## config.mk

```make
export PLATFORM = sky130hd
export DESIGN_NAME = pwm_driver
export DESIGN_NICKNAME = d
export VERILOG_FILES = /design/src/rtl/pwm_driver_pkg.sv /design/src/rtl/pwm_driver_tick_gen.sv /design/src/rtl/pwm_driver.sv
export SDC_FILE = /design/constraint.sdc
export NUM_CORES = 1
export LEC_CHECK = 0
export CORE_ASPECT_RATIO = 0.6
export CORE_MARGIN = 2
export CORE_UTILIZATION = 52
export DETAILED_ROUTE_END_ITERATION = 6
export PLACE_DENSITY_LB_ADDON = 0.15
export SETUP_SLACK_MARGIN = 0.05
export SYNTH_ARGS = -nofsm -noshare
export SYNTH_HDL_FRONTEND = slang
export SYNTH_HIERARCHICAL = 1
export SYNTH_SLANG_ARGS = --single-unit
```

## constraint.sdc

```tcl
create_clock -name clock -period 3.1 [get_ports clock]
set_clock_uncertainty 0.05 [all_clocks]
set_input_delay 0.31 -clock clock [delete_from_list [all_inputs] [get_ports clock]]
set_output_delay 0.31 -clock clock [all_outputs]
set_load 0.05 [all_outputs]
```

## src/rtl/pwm_driver_pkg.sv

```systemverilog
// Shared definitions for the motor PWM driver.
//   state_e        : driver state encoding (IDLE, RUN, DEAD)
//   PWM_PERIOD_MAX : last period count before wrap (a period is 255 ticks)
package pwm_driver_pkg;

  typedef enum logic [1:0] {
    ST_IDLE = 2'd0,
    ST_RUN  = 2'd1,
    ST_DEAD = 2'd2
  } state_e;

  localparam logic [7:0] PWM_PERIOD_MAX = 8'd254;

endpackage

```

## src/rtl/pwm_driver_tick_gen.sv

```systemverilog
// Prescaler plus 8-bit period counter for the PWM driver.
//   clock, reset_n : clock, async active-low reset
//   enable         : counts while high, both counters held at 0 while low
//   tick           : one cycle per PRESCALE clocks (prescaler at PRESCALE-1)
//   period_cnt     : 0..PWM_PERIOD_MAX, advances on tick
//   boundary       : tick at period_cnt == PWM_PERIOD_MAX (end of period)
module pwm_tick_gen
  import pwm_driver_pkg::*;
#(
  parameter int PRESCALE = 4
) (
  input  logic       clock,
  input  logic       reset_n,
  input  logic       enable,
  output logic       tick,
  output logic       boundary,
  output logic [7:0] period_cnt
);

  localparam int PW = (PRESCALE > 1) ? $clog2(PRESCALE) : 1;

  logic [PW-1:0] presc_q, presc_nxt;
  logic [7:0]    cnt_nxt;

  assign tick       = enable && (presc_q == PW'(PRESCALE - 1));
  assign boundary   = tick && (period_cnt == PWM_PERIOD_MAX);

  always_comb begin
    presc_nxt = '0;
    cnt_nxt   = '0;
    if (enable) begin
      presc_nxt = tick ? '0 : presc_q + PW'(1);
      if (boundary)  cnt_nxt = '0;
      else if (tick) cnt_nxt = period_cnt + 8'd1;
      else           cnt_nxt = period_cnt;
    end
  end

  always_ff @(posedge clock or negedge reset_n) begin
    if (!reset_n) begin
      presc_q    <= '0;
      period_cnt <= '0;
    end else begin
      presc_q    <= presc_nxt;
      period_cnt <= cnt_nxt;
    end
  end

endmodule

```

## src/rtl/pwm_driver.sv

```systemverilog
// Motor PWM / direction pin driver with double-buffered settings.
// Requests are buffered and applied on PWM period boundaries; a direction
// reversal first runs DEAD_PERIODS full periods of forced-low output.
//   clock, reset_n : clock, async active-low reset
//   pwm_enable     : level, enables the output stage (low = IDLE)
//   pwm_update     : one-cycle load strobe for pwm_ratio / pwm_direction
//   pwm_ratio      : high time out of 255 ticks
//   pwm_direction  : requested direction
//   pwm_done       : one-cycle pulse when the new setting reaches the pins
//   pwm_out        : PWM pin (registered)
//   dir_out        : direction pin (registered)
//   busy           : request pending or dead-time running
module pwm_driver
  import pwm_driver_pkg::*;
#(
  parameter int PRESCALE     = 4,
  parameter int DEAD_PERIODS = 2
) (
  input  logic       clock,
  input  logic       reset_n,
  input  logic       pwm_enable,
  input  logic       pwm_update,
  input  logic [7:0] pwm_ratio,
  input  logic       pwm_direction,
  output logic       pwm_done,
  output logic       pwm_out,
  output logic       dir_out,
  output logic       busy
);

  localparam int DW = $clog2(DEAD_PERIODS + 1);

  state_e        state_q, state_nxt;
  logic          pend_q, pend_nxt;
  logic [7:0]    pend_ratio_q;
  logic          pend_dir_q;
  logic [7:0]    ratio_q, ratio_nxt;
  logic          dir_nxt;
  logic [DW-1:0] dead_q, dead_nxt;
  logic          apply;
  logic          pwm_nxt;

  logic          tick, boundary;
  logic [7:0]    period_cnt, cnt_nxt;

  // effective request: a strobe in this cycle is captured first, so it can
  // be applied at a coincident boundary and overrides the buffered values
  logic          eff_pend, eff_dir;
  logic [7:0]    eff_ratio;

  pwm_tick_gen #(.PRESCALE(PRESCALE)) u_tick (
    .clock      (clock),
    .reset_n    (reset_n),
    .enable     (pwm_enable),
    .tick       (tick),
    .boundary   (boundary),
    .period_cnt (period_cnt)
  );

  assign eff_pend  = pend_q | pwm_update;
  assign eff_ratio = pwm_update ? pwm_ratio     : pend_ratio_q;
  assign eff_dir   = pwm_update ? pwm_direction : pend_dir_q;

  // next period count, mirrored here so pwm_out can be registered in
  // step with the counter instead of lagging it by a cycle
  always_comb begin
    cnt_nxt = '0;
    if (pwm_enable) begin
      if (boundary)  cnt_nxt = '0;
      else if (tick) cnt_nxt = period_cnt + 8'd1;
      else           cnt_nxt = period_cnt;
    end
  end

  always_comb begin
    state_nxt = state_q;
    dead_nxt  = dead_q;
    apply     = 1'b0;
    if (!pwm_enable) begin
      // disabled: no dead-time needed since the PWM pin is held low
      state_nxt = ST_IDLE;
      dead_nxt  = '0;
      apply     = eff_pend;
    end else begin
      unique case (state_q)
        ST_IDLE: state_nxt = ST_RUN;
        ST_RUN: begin
          if (boundary && eff_pend) begin
            if (eff_dir == dir_out) begin
              apply = 1'b1;
            end else begin
              state_nxt = ST_DEAD;
              dead_nxt  = DW'(DEAD_PERIODS);
            end
          end
        end
        ST_DEAD: begin
          if (boundary) begin
            if (dead_q <= DW'(1)) begin
              // latest pending values win, whatever their direction
              apply     = eff_pend;
              state_nxt = ST_RUN;
              dead_nxt  = '0;
            end else begin
              dead_nxt  = dead_q - DW'(1);
            end
          end
        end
        default: state_nxt = ST_IDLE;
      endcase
    end
  end

  assign pend_nxt  = apply ? 1'b0      : eff_pend;
  assign ratio_nxt = apply ? eff_ratio : ratio_q;
  assign dir_nxt   = apply ? eff_dir   : dir_out;
  assign pwm_nxt   = (state_nxt == ST_RUN) && (cnt_nxt < ratio_nxt);

  always_ff @(posedge clock or negedge reset_n) begin
    if (!reset_n) begin
      state_q      <= ST_IDLE;
      pend_q       <= 1'b0;
      pend_ratio_q <= '0;
      pend_dir_q   <= 1'b0;
      ratio_q      <= '0;
      dir_out      <= 1'b0;
      dead_q       <= '0;
      pwm_done     <= 1'b0;
      pwm_out      <= 1'b0;
    end else begin
      state_q  <= state_nxt;
      pend_q   <= pend_nxt;
      ratio_q  <= ratio_nxt;
      dir_out  <= dir_nxt;
      dead_q   <= dead_nxt;
      pwm_done <= apply;
      pwm_out  <= pwm_nxt;
      if (pwm_update) begin
        pend_ratio_q <= pwm_ratio;
        pend_dir_q   <= pwm_direction;
      end
    end
  end

  assign busy = pend_q || (state_q == ST_DEAD);

endmodule

```

== Word level (Yosys, flattened, before mapping) ==
Index checks and enable logic that the tools add are counted.
Cells by class
  add/sub/neg operators: 3
  magnitude comparators: 2
  equal/unequal tests: 10
  multiplexer cells: 27
  bitwise logic cells: 1
  reductions and logical operators: 7
Operator list (count)
  two-way mux 8 bit: 5
  two-way mux 2 bit: 12
  != test 3 bit (second input constant): 3
  adder 8 x 1 -> 8 bit (second input constant): 1
  == test 8 bit (second input constant): 1
  less-than comparator 8 bit: 1
  two-way mux 1 bit: 7
  one-hot mux 2 bit (3 select lines): 1
  == test 2 x 1 -> 1 bit (second input constant): 2
  == test 2 bit (second input constant): 2
  logical AND 1 bit: 4
  one-hot mux 2 bit (2 select lines): 1
  AND reduction 4 bit: 1
  != test 3 x 1 -> 1 bit (second input constant): 1
  adder 2 x 1 -> 2 bit (second input constant): 1
  less-or-equal comparator 2 x 1 -> 1 bit (second input constant): 1
  zero test 2 bit: 1
  one-hot mux 1 bit (2 select lines): 1
  subtractor 2 x 1 -> 2 bit (second input constant): 1
  == test 1 bit: 1
  logical OR 1 bit: 1
  bitwise OR 1 bit: 1
Word-level totals
  register bits after elaboration: 35
  input port bits: 13
  output and inout port bits: 4
  word-level logic and storage cells: 61

== Depth between registers and ports, before layout ==
Gate-level depths: netlist of the first run.
  word-level depth: 10
  mapped depth: 16
  mapped depth without buffers: 15

== By module ==
Netlist of the first run, hierarchy kept.
By module, submodules not included
  pwm_driver: times used 1, cells an instance 145, area an instance 1520.2 µm², seq. area each 625.6 µm²
  pwm_tick_gen: times used 1, cells an instance 57, area an instance 544.3 µm², seq. area each 250.2 µm²

== Least setup slack after synthesis of the first run ==
OpenSTA, ideal clock, no wires.
  path type: reg2reg
  from: reg u_tick.period_cnt[0]
  to: reg pwm_out
  library setup time: 0.135 ns
  data arrival time: 3.007 ns
  required time: 2.915 ns
  path slack: -0.092 ns
  stages on the path, launching flop included: 15
  path buffers: 1
  clock period less this slack: 3.192 ns
  path through: dfrtp_1 -> inv_1 -> ha_1 -> nand4_1 -> nor3_1 -> nand2_1 -> a21oi_1 -> o31ai_4 -> buf_4 -> mux2i_1 -> ha_1 -> nand4_1 -> or2_2 -> o311ai_1 -> a211oi_2
On the way
  word-level cells in the longest chain between the ends: 9
  elaborated cells between the ends (all ways): 19
  classes of those cells: add/sub (1); order compare (1); eq/ne (2); mux (12); reduce/logical (3)
Ends and longest elaborated chain
  start, declared: line pwm_driver_tick_gen.sv:17  | output logic [7:0] period_cnt
  start signal, assigned: line pwm_driver_tick_gen.sv:45  | period_cnt <= cnt_nxt;
  == test 8 bit (*): line pwm_driver_tick_gen.sv:26  | assign boundary = tick && (period_cnt == PWM_PERIOD_MAX);
  logical AND 1 bit (*): line pwm_driver_tick_gen.sv:26
  net boundary: line pwm_driver.sv:43  | logic tick, boundary;
  logical AND 1 bit: line pwm_driver.sv:88  | if (boundary && eff_pend) begin
  two-way mux 1 bit: line pwm_driver.sv:88
  one-hot mux 1 bit (2 select lines): line pwm_driver.sv:85  | unique case (state_q)
  two-way mux 1 bit: line pwm_driver.sv:79  | if (!pwm_enable) begin
  two-way mux 8 bit: line pwm_driver.sv:115  | assign ratio_nxt = apply ? eff_ratio : ratio_q;
  less-than comparator 8 bit: line pwm_driver.sv:117  | assign pwm_nxt = (state_nxt == ST_RUN) && (cnt_nxt < ratio_nxt);
  logical AND 1 bit (*): line pwm_driver.sv:117
  net pwm_nxt: line pwm_driver.sv:41  | logic pwm_nxt;
  end signal, assigned: line pwm_driver.sv:137  | pwm_out <= pwm_nxt;
  end, declared: line pwm_driver.sv:26  | output logic pwm_out,
The timed path passes the listed nets; every way through them passes the cells marked *.
A chain may end at the register's enable or synchronous reset.

== Worst setup path after layout of the first run ==
  from: reg u_tick.presc_q[0]
  to: reg pwm_out
On the way
  word-level cells in the longest chain between the ends: 10
  elaborated cells between the ends (all ways): 19
  classes of those cells: order compare (1); eq/ne (2); mux (12); reduce/logical (4)
Ends and longest elaborated chain
  start, declared: line pwm_driver_tick_gen.sv:22  | logic [PW-1:0] presc_q, presc_nxt;
  start signal, assigned: line pwm_driver_tick_gen.sv:44  | presc_q <= presc_nxt;
  == test 2 bit (*): line pwm_driver_tick_gen.sv:25  | assign tick = enable && (presc_q == PW'(PRESCALE - 1));
  logical AND 1 bit (*): line pwm_driver_tick_gen.sv:25
  net tick: line pwm_driver.sv:43
  logical AND 1 bit: line pwm_driver_tick_gen.sv:26
  logical AND 1 bit: line pwm_driver.sv:88
  two-way mux 1 bit: line pwm_driver.sv:88
  one-hot mux 1 bit (2 select lines): line pwm_driver.sv:85
  two-way mux 1 bit: line pwm_driver.sv:79
  two-way mux 8 bit: line pwm_driver.sv:115
  less-than comparator 8 bit: line pwm_driver.sv:117
  logical AND 1 bit (*): line pwm_driver.sv:117
  net pwm_nxt: line pwm_driver.sv:41
Marked as above.

==> results of run 1 <==
cells in the mapped netlist (2+ instances only):
library cell	count	area, µm²
a21o_1	3	22.52
ha_1	15	187.7
or3_1	4	25.02
nor2_1	12	45.04
o31ai_1	2	15.01
nand3_1	3	15.01
inv_2	3	11.26
o22ai_1	2	12.51
nor2b_1	2	12.51
o21ai_0	10	50.05
dfrtp_1	35	875.8
or2_2	2	12.51
a21oi_1	5	25.02
nand2_1	21	78.83
mux2i_1	6	60.06
mux2_2	10	112.6
a21boi_0	2	15.01
inv_1	14	52.55
buf_4	2	15.01
nand4_1	6	37.54
xor2_1	4	35.03
nor3_1	3	15.01
clkbuf_1	2	7.510
o211ai_1	4	30.03
nand2b_1	2	12.51
xnor2_1	3	26.28
nand3b_1	2	15.01
or4_1	2	15.01
cell type report:
class                      instances  share of cell area, %
inverter                          17                  2.425
clock buffer                       6                  3.138
tap                               47                  2.235
sequential                        35                  33.29
clock inverter                     1                 0.1902
timing repair buffer              36                  11.94
multi-input combinational        146                  46.79
cells by family (layout without fill, tap and decap cells):
logic type | Yosys count | after routing
AOI/OAI and AO/OA | 42 | 42
and+or+nand+nor | 64 | 64
xor gates and xnor gates | 7 | 7
buffers and inverters | 21 | 60
DFF | 35 | 35
adders and majority gates | 15 | 15
muxes | 18 | 18
state kept, by name, indices dropped and copies added (netlist names):
signal and cells:
pend_ratio_q 8, ratio_q 8, u_tick/period_cnt 8, dead_q 2, state_q 2, u_tick/presc_q 2
dir_out 1, pend_dir_q 1, pend_q 1, pwm_done 1, pwm_out 1
repair_timing:
| action | CTS | global route |
|---|---|---|
| endpoints found under the setup margin | 1 | 1 |
| gates resized for setup | 4 | 18 |
| pin swaps | 1 | 9 |
| buffers inserted | 1 | 1 |
worst paths after layout:
kind / endpoint / slack, ns / cells after the start / from
worst max-delay path: pwm_out / 0.14 / 13 / u_tick/presc_q[0]
worst min-delay path: dir_out / 0.38 / 2 / reset_n
worst max register to register: pwm_out / 0.14 / 13 / u_tick/presc_q[0]
worst min register to register: u_tick/presc_q[0] / 0.39 / 1 / u_tick/presc_q[0]
max in group asynchronous: pend_ratio_q[0] / 2.30 / 2 / reset_n
min in group clock: u_tick/presc_q[0] / 0.39 / 1 / u_tick/presc_q[0]
worst reg2reg max path: cells and delay by family (launching register included):
kind / cells / cell delay, ns
compound gates: 6 / 1.03
simple gates: 3 / 0.71
fa+ha+maj: 2 / 0.47
flops: 1 / 0.36
buf+inv: 2 / 0.25
power by group through the flow:
stage | clock network, mW | registers, mW | logic (mW)
global placement | 0 | 0.547 | 0.264
detailed placement | 0 | 0.549 | 0.274
CTS | 0.337 | 0.542 | 0.281
finish | 0.330 | 0.546 | 0.327
global route | 0.358 | 0.552 | 0.356
floorplan | 0 | 0.566 | 0.157
routing by layer:
metal	up-vias	share of wire, %	track usage [%]
met4	0	1.8	9.524
met3	14	4.2	5.512
li1	802	-	-
met1	814	46	26.81
met2	33	48	37.37
met5	-	0	0
==> results.md, run 1 <==
* Compound-Gate Fraction of Synth Area at 15.52%
* Routability congestion estimate at around 0.84
* Total Die Area at 0.004507 mm²
* Commonest non-fill, non-tap cell in the layout: dfrtp_1
* CTS Sinks at 35
* Post-detail-place hpwl at 3322 µm
* Vias in the first global route at 1619
* Most common cell on crit path: a21o_1
* Most used DFF post-synth: dfrtp_1
* Final setup viols at 0
* Largest net degree at the start of global routing at 36
* Min Hold Slack at 0.3792 ns
* Reg area at between 800 and 900 µm²
* TritonCTS clock tree: yes
* Area of the multi-input gates at 0.001231 mm²
* WL/cell at 15.98 µm
* Antenna viol nets, final at 0
* Pre-CTS WS at -0.1877 ns
* Total power at about 1.2 mW
* Final TNS setup at 0 ns
* Pins over their slew limit at 0
* Net Sw Frac at 30.13%
* Finished layout cell area at 0.002631 mm²
* Fin crit share at 95.37%
* Total congestion overflow at 0
* Final Hold Viols at 0
* Post-synthesis mux area share at 9.636%
* Share of cells above drive strength 1 at between 20% and 30%
* Simple-Gate Fraction of Synth Area at between 10% and 20%
* Initial Util at 55.15%
* Final Non-Filler Cells at 288
* Crit path buffers/inverters at 2
* Pwr per Cell Area at between 400 and 500 mW/mm²
* DRT Pass-1 Iters at 4
* Input/output buffers at 16
* Yosys Warn Count at 6
* Part of the power in registers at 45.4%
* Synthesized netlist cell count at roughly 200
* Row count at 17
* Die Wd at 85.35 µm
* Core Util, Final at 70.29%
* Slowest-stage cell, CP: or3_1
* Total number of vias at roughly 1700
* Peak supply drop at 0.3093 mV
* Flops & latches, synth at 35
* Final worst setup slack at roughly 0.14 ns
* I/O pins at 17
* Crit end category: register
* First-pass GRT wire length at 7465 µm
* Register area share after synthesis at 42.42%
* Post-layout nets at between 200 and 300
* Clock-pin slew on the worst setup and hold paths at about 0.060 ns
* TritonCTS buffer count at 5
* Slew of the pin with the lowest slew margin at approximately 0.56 ns
* Vias/cell at between 5 and 6
* Max-cap violations at 0
* Placed Cells at 279
* Clock Tree Buf Depth at 2
* Number of inserted diodes at 0
* Outcome: finished, final reports clean
* Most frequent cells in the layout: dfrtp_1, nand2_1, buf_4, clkdlybuf4s50_1
* Netlist cell types at 49
* Mapped Nets at 230
* Final min period at a little under 3 ns
* Setup Crit Path Kind: register to register
* Post-synth EDFFs at 0
* Core footprint at 0.003744 mm²
* Worst EP required at between 3 and 4 ns
* Worst skew pair latency at 0.29 ns
* Max FO, Critical Path at 5
* Clock root cell: clkbuf_8
* Post-route DRC violation count at 0
* Post-synthesis adder-cell area fraction at a little under a tenth
* Fmax at 0.3382 GHz
* Initial DRC count at 54
* Post-synthesis xor/xnor area fraction at roughly 3.0%
* FFs w/ async S/R, synth at between 90% and 100%
* DP Area at 0.002407 mm²
* Worst EP arrival at slightly above 3 ns
* Slew Limit Headroom at 62.50%
* Total GRT Usage at around 22%
* CTS Hold Bufs at 0
* Worst hold path type: input pin to async pin
* Critical path, cell by cell: ha_1 -> nand2_1 -> buf_4 -> inv_1 -> nand4_1 -> or3_1 -> a21oi_1 -> ha_4 -> a21o_1 -> a21o_1 -> a21oi_2 -> o21ai_1 -> a211oi_2
* Largest family of logic cells by synthesized area: simple AND/OR/NAND/NOR gates
* Power Internal at 840.0 µW
* Area growth, synth to finish at 27.45%
* CP delay by family, top: compound AO/OA/AOI/OAI gates
* Depth of the CTS H-tree at 2
* Switching Power at 362.2 µW
* Synthesized area at 0.002064 mm²
* Fillcell total at 285
* Avg Cell Area, Syn at 10.22 µm²
* Startpoint types: register
* Routed WL at about 4600 µm
* Clk pwr share at between 20% and 30%
* Delay of the slowest critical-path stage at 0.39 ns
* Die Height at 52.81 µm
* Leak at 1.146 nW
* Combinational cell fraction of total power at 27.2%
* Initial antenna violation count at 0
Note: power is estimated with default switching activity, not from simulation.
==> inputs of run 2 (changes only) <==
--- a/config.mk
+++ b/config.mk
@@ -5,7 +5,7 @@
 export SDC_FILE = /design/constraint.sdc
 export NUM_CORES = 1
 export LEC_CHECK = 0
-export CORE_ASPECT_RATIO = 0.6
+export CORE_ASPECT_RATIO = 2
 export CORE_MARGIN = 2
 export CORE_UTILIZATION = 52
 export DETAILED_ROUTE_END_ITERATION = 6
==> results.md, run 2 (synthesis gave the netlist of run 1 again) <==
* Outcome: finished, final reports clean
* Pins over their slew limit at 0
* TritonCTS clock tree: yes
* Setup Crit Path Kind: register to register
* Share of cells above drive strength 1 at 25.41%
* Total GRT Usage at 21.45%
* Worst hold path type: input pin to async pin
* Most frequent cells in the layout: dfrtp_1, nand2_1, buf_4, clkdlybuf4s50_1, inv_1
* DRT Pass-1 Iters at 6
* Finished layout cell area at around 0.0026 mm²
* Depth of the CTS H-tree at 2
* CTS Hold Bufs at 0
* Die Height at 93.11 µm
* Routability congestion estimate at 0.8454
* CTS Sinks at 35
* Slew of the pin with the lowest slew margin at 0.4957 ns
* Slew Limit Headroom at 66.85%
* WL/cell at between 15 and 20 µm
* First-pass GRT wire length at 7541 µm
* Startpoint types: register
* Row count at 32
* Net Sw Frac at a little under a third
* Worst EP arrival at 3.09 ns
* Power Internal at 816.9 µW
* Crit end category: register
* TritonCTS buffer count at 5
* Combinational cell fraction of total power at 26.4%
* Final Hold Viols at 0
* Post-layout nets at 271
* Core footprint at 0.003844 mm²
* Leak at 1.151 nW
* Post-route DRC violation count at 0
* DP Area at 0.002420 mm²
* Total congestion overflow at 0
* Delay of the slowest critical-path stage at roughly 0.41 ns
* I/O pins at 17
* Largest net degree at the start of global routing at 36
* Pwr per Cell Area at 449.8 mW/mm²
* Clk pwr share at 27.4%
* Final min period at 2.942 ns
* Worst skew pair latency at 0.29 ns
* Final setup viols at 0
* Final TNS setup at 0 ns
* Clock-pin slew on the worst setup and hold paths at 0.07 ns
* Clock Tree Buf Depth at 2
* Max FO, Critical Path at 6
* Routed WL at 4596 µm
* Part of the power in registers at 46.1%
* Crit path buffers/inverters at 3
* Fmax at between 0.3 and 0.4 GHz
* Die Wd at 48.56 µm
* Initial DRC count at 10
* Switching Power at around 360 µW
* Input/output buffers at 16
* Vias/cell at 5.600
* Clock root cell: clkbuf_8
* Total Die Area at roughly 0.0045 mm²
* Vias in the first global route at 1760
* Antenna viol nets, final at 0
* RSZ-0062 raised after global routing: no
* Max-cap violations at 0
* Peak supply drop at 0.3756 mV
* CP delay by family, top: compound AO/OA/AOI/OAI gates
* Initial Util at 53.71%
* Commonest non-fill, non-tap cell in the layout: dfrtp_1
* Total number of vias at 1652
* Worst EP required at 3.25 ns
* Post-detail-place hpwl at 3318 µm
* Area growth, synth to finish at 27.09%
* Number of inserted diodes at 0
* Top flop regs: pend_ratio_q: 8 flops, ratio_q: 8 flops, u_tick/period_cnt: 8 flops
* Critical path, cell by cell: inv_1 -> ha_1 -> inv_1 -> o21ai_0 -> o31ai_4 -> buf_6 -> mux2i_2 -> ha_1 -> a21o_1 -> a211oi_2 -> o21ai_1 -> a211oi_2
* Slowest-stage cell, CP: dfrtp_1
* Initial antenna violation count at 0
* Fin crit share at 94.90%
==> run 2: cell types whose count changed in the layout (fill, tap and decap cells not counted), moves of 2 or more <==
cell,previous run,this run
inv_1,12,14
inv_2,5,3
ha_1,10,12
mux2i_2,0,2
==> run 2: routing by layer <==
layer	track usage (%)	wire length [µm]	vias up
met5	0	0	-
met4	9.048	85	0
met3	3.834	107	6
met2	43.17	2706	29
met1	20.54	1697	815
li1	-	-	802
==> run 2: what timing repair did <==
item | 4_1_cts | 5_1_grt
setup buffers | 3 | 0
endpoints found under the setup margin | 1 | 1
resized for setup | 1 | 17
pin swaps | 2 | 9
==> run 2: power by group through the flow <==
stage	combinational (mW)	sequential (mW)	clock (mW)
4_1_cts	0.278	0.539	0.335
3_3_place_gp	0.262	0.545	0
2_1_floorplan	0.157	0.566	0
5_1_grt	0.339	0.550	0.357
6_report	0.312	0.544	0.324
3_5_place_dp	0.272	0.548	0
==> run 2: worst register-to-register path, cell delays in order (launching register included) <==
cell      delay, ns
dfrtp_1        0.41
inv_1          0.09
ha_1           0.23
inv_1          0.13
o21ai_0        0.16
o31ai_4        0.33
buf_6          0.19
mux2i_2        0.24
ha_1           0.29
a21o_1         0.21
a211oi_2       0.22
o21ai_1        0.10
a211oi_2       0.21
==> run 2: per-stage QoR <==
step | setup WS [ns] | hold WS [ns] | total power [mW] | util, % | instances
6_report | 0.1580 | 0.3844 | 1.180 | 68.26 | 295
5_1_grt | 0.03925 | 0.4085 | 1.247 | 68.26 | 295
4_1_cts | 0.06797 | 0.3910 | 1.152 | 65.85 | 295
3_5_place_dp | -0.2787 | 0.3802 | 0.8204 | 62.96 | 284
3_3_place_gp | -0.1545 | 0.3749 | 0.8070 | 62.96 | 284
2_1_floorplan | 0.06542 | -0.03559 | 0.7235 | - | 202
==> run 2: final cells by class <==
class / count / area (µm²)
fill: 313 / 1220
inverter: 17 / 63.81
clock buffer: 6 / 72.57
clock inverter: 2 / 12.51
tap: 51 / 63.81
multi-input combinational: 146 / 1202
sequential: 35 / 875.8
timing repair buffer: 38 / 332.8
==> run 2: worst paths after layout <==
| kind | slack, ns | start | cells after the start | to |
|---|---|---|---|---|
| hold reg to reg | 0.39 | u_tick/presc_q[0] | 1 | u_tick/presc_q[0] |
| hold / removal | 0.38 | reset_n | 2 | dead_q[1] |
| min in group clock | 0.39 | u_tick/presc_q[0] | 1 | u_tick/presc_q[0] |
| setup reg to reg | 0.16 | state_q[0] | 12 | pwm_out |
| setup / recovery | 0.16 | state_q[0] | 12 | pwm_out |
| max in group asynchronous | 2.29 | reset_n | 2 | ratio_q[4] |
==> inputs of run 3 (changes only) <==
--- a/config.mk
+++ b/config.mk
@@ -8,7 +8,9 @@
 export CORE_ASPECT_RATIO = 2
 export CORE_MARGIN = 2
 export CORE_UTILIZATION = 52
+export CTS_BUF_LIST = sky130_fd_sc_hd__clkbuf_16
 export DETAILED_ROUTE_END_ITERATION = 6
+export GPL_TIMING_DRIVEN = 0
 export PLACE_DENSITY_LB_ADDON = 0.15
 export SETUP_SLACK_MARGIN = 0.05
 export SYNTH_ARGS = -nofsm -noshare
==> results.md, run 3 (synthesis gave the netlist of run 1 again) <==
* Die Height at 93.11 µm
* Peak supply drop at between 0.3 and 0.4 mV
* Clock root cell: clkbuf_16
* Crit end category: register
* Most frequent cells in the layout: dfrtp_1, buf_4, nand2_1, clkdlybuf4s50_1
* Worst EP required at approximately 3.2 ns
* Total GRT Usage at 24.70%
* Post-layout nets at 277
* Slowest-stage cell, CP: dfrtp_2
* Most common cell on crit path: buf_4
* Number of inserted diodes at 0
* Initial DRC count at 31
* Core footprint at 0.003844 mm²
* Initial Util at 53.71%
* Final Non-Filler Cells at 301
* Outcome: finished, final reports clean
* Routed WL at around 5200 µm
* Leak at roughly 1.2 nW
* Depth of the CTS H-tree at 2
* Post-route DRC violation count at 0
* Input/output buffers at 16
* DRT Pass-1 Iters at 4
* Net Sw Frac at 27.38%
* CTS Sinks at 35
* Placed Cells at 269
* Top flop regs: pend_ratio_q: 8 flops, ratio_q: 8 flops, u_tick/period_cnt: 8 flops
* Worst EP arrival at between 3 and 4 ns
* Post-detail-place hpwl at 3239 µm
* Initial antenna violation count at 0
* Clk pwr share at 39.8%
* TritonCTS clock tree: yes
* WL/cell at 17.17 µm
* Total Die Area at 0.004521 mm²
* Share of cells above drive strength 1 at 31.20%
* FF-to-FF path depth at 17
* Vias/cell at ~5.7
* Clock Tree Buf Depth at 2
* Vias in the first global route at 1884
* Max-cap violations at 0
* Worst hold path type: input pin to async pin
* Antenna viol nets, final at 0
* Fmax at 0.3435 GHz
* Row count at 32
* Max FO, Critical Path at 7
* Pwr per Cell Area at 517.3 mW/mm²
* Power Internal at 1.032 mW
* Total power at 1.421 mW
* Final min period at 2.911 ns
* First-pass GRT wire length at 8535 µm
* Routability congestion estimate at 0.8110
* Fin crit share at between 90% and 100%
* Delay of the slowest critical-path stage at 0.43 ns
* Commonest non-fill, non-tap cell in the layout: dfrtp_1
* Combinational cell fraction of total power at 21.8%
* Slew of the pin with the lowest slew margin at 0.8026 ns
* Startpoint types: register
* Switching Power at approximately 390 µW
* Area growth, synth to finish at 33.03%
* I/O pins at 17
* Part of the power in registers at 38.4%
* Worst skew pair latency at between 0.2 and 0.3 ns
* Setup Crit Path Kind: register to register
* Final setup viols at 0
* Critical path, cell by cell: inv_2 -> ha_4 -> nand4_1 -> buf_4 -> buf_4 -> buf_4 -> buf_4 -> buf_4 -> buf_4 -> buf_4 -> buf_4 -> buf_4 -> buf_4 -> buf_4 -> buf_4 -> o21ai_4 -> o211ai_1
* Total congestion overflow at 0
* RSZ-0062 raised after global routing: yes
* Clock-pin slew on the worst setup and hold paths at about 0.05 ns
* Total number of vias at roughly 1700
* Largest net degree at the start of global routing at 36
* Pins over their slew limit at 0
* Final Hold Viols at 0
* Die Wd at 48.56 µm
* TritonCTS buffer count at 5
* Slew Limit Headroom at 46.49%
run 3: cell count changes in the layout (fill, tap and decap cells not counted), moves of 2 or more:
| cell | delta |
|---|---|
| clkbuf_8 | -5 |
| dfrtp_2 | +4 |
| inv_2 | +2 |
| clkdlybuf4s50_1 | -2 |
| inv_1 | -2 |
| buf_4 | +6 |
| dfrtp_1 | -4 |
| ha_2 | +2 |
| o21ai_0 | -2 |
| clkbuf_16 | +5 |
run 3: critical path, delay by kind of cell, from the launching register on:
family                   cells  cell delay (ns)
AND/OR/NAND/NOR              1             0.16
buffers and inverters       13             1.66
flip-flops                   1             0.43
adder cells (fa/ha/maj)      1             0.13
AO/OA/AOI/OAI                2             0.37
run 3: final timing paths:
kind,startpoint,end,slack [ns]
worst max-delay path,u_tick/period_cnt[0],u_tick/period_cnt[3],0.19
worst min-delay path,reset_n,dead_q[0],0.06
worst max register to register,u_tick/period_cnt[0],u_tick/period_cnt[3],0.19
worst min register to register,u_tick/presc_q[0],u_tick/presc_q[0],0.40
max in group asynchronous,reset_n,u_tick/period_cnt[3],2.37
min in group clock,u_tick/presc_q[0],u_tick/presc_q[0],0.40
run 3: final cells by class:
cell class,count,area [µm²]
multi-input cells,146,1207
fillers,305,1097
flip-flops and latches,35,880.8
repair buffers,41,342.8
clock buffers,5,125.1
inverters,17,63.81
well taps,51,63.81
clock inverters,3,38.79
plain buffers,3,23.77
run 3: power by group through the flow:
stage | logic [mW] | registers [mW] | clock network [mW]
global placement | 0.249 | 0.547 | 0
CTS | 0.286 | 0.543 | 0.570
floorplan | 0.157 | 0.566 | 0
detailed placement | 0.260 | 0.551 | 0
global route | 0.339 | 0.552 | 0.599
finish | 0.309 | 0.546 | 0.565
run 3: what timing repair did:
action                     4_1_cts  5_1_grt
hold buffers                     0        0
setup endpoints to repair        1        8
buffers inserted                19        7
pin swaps                        2       10
resized for setup               11       23
run 3: stage by stage:
step	setup TNS, ns	util (%)	instance area (µm²)	hold slack [ns]	setup WS [ns]
final	0	71.45	2746	0.05547	0.1887
after global routing	0	71.45	2746	0.1513	0.03219
after CTS	0	68.59	2636	0.1005	0.05199
after detailed placement	-0.7505	59.70	2295	0.3735	-0.7505
after global placement	-0.6686	59.83	2300	0.3715	-0.6686
after floorplan	0	-	2076	-0.03559	0.06542
run 3: per-layer routing:
| metal | track usage (%) | share of wire (%) | wire length (µm) | up-vias |
|---|---|---|---|---|
| li1 | - | - | - | 812 |
| met3 | 4.153 | 2.4 | 124 | 18 |
| met5 | 0 | 0 | 0 | - |
| met4 | 15.71 | 4.4 | 226 | 0 |
| met1 | 23.25 | 36 | 1856 | 846 |
| met2 | 47.80 | 57 | 2961 | 42 |
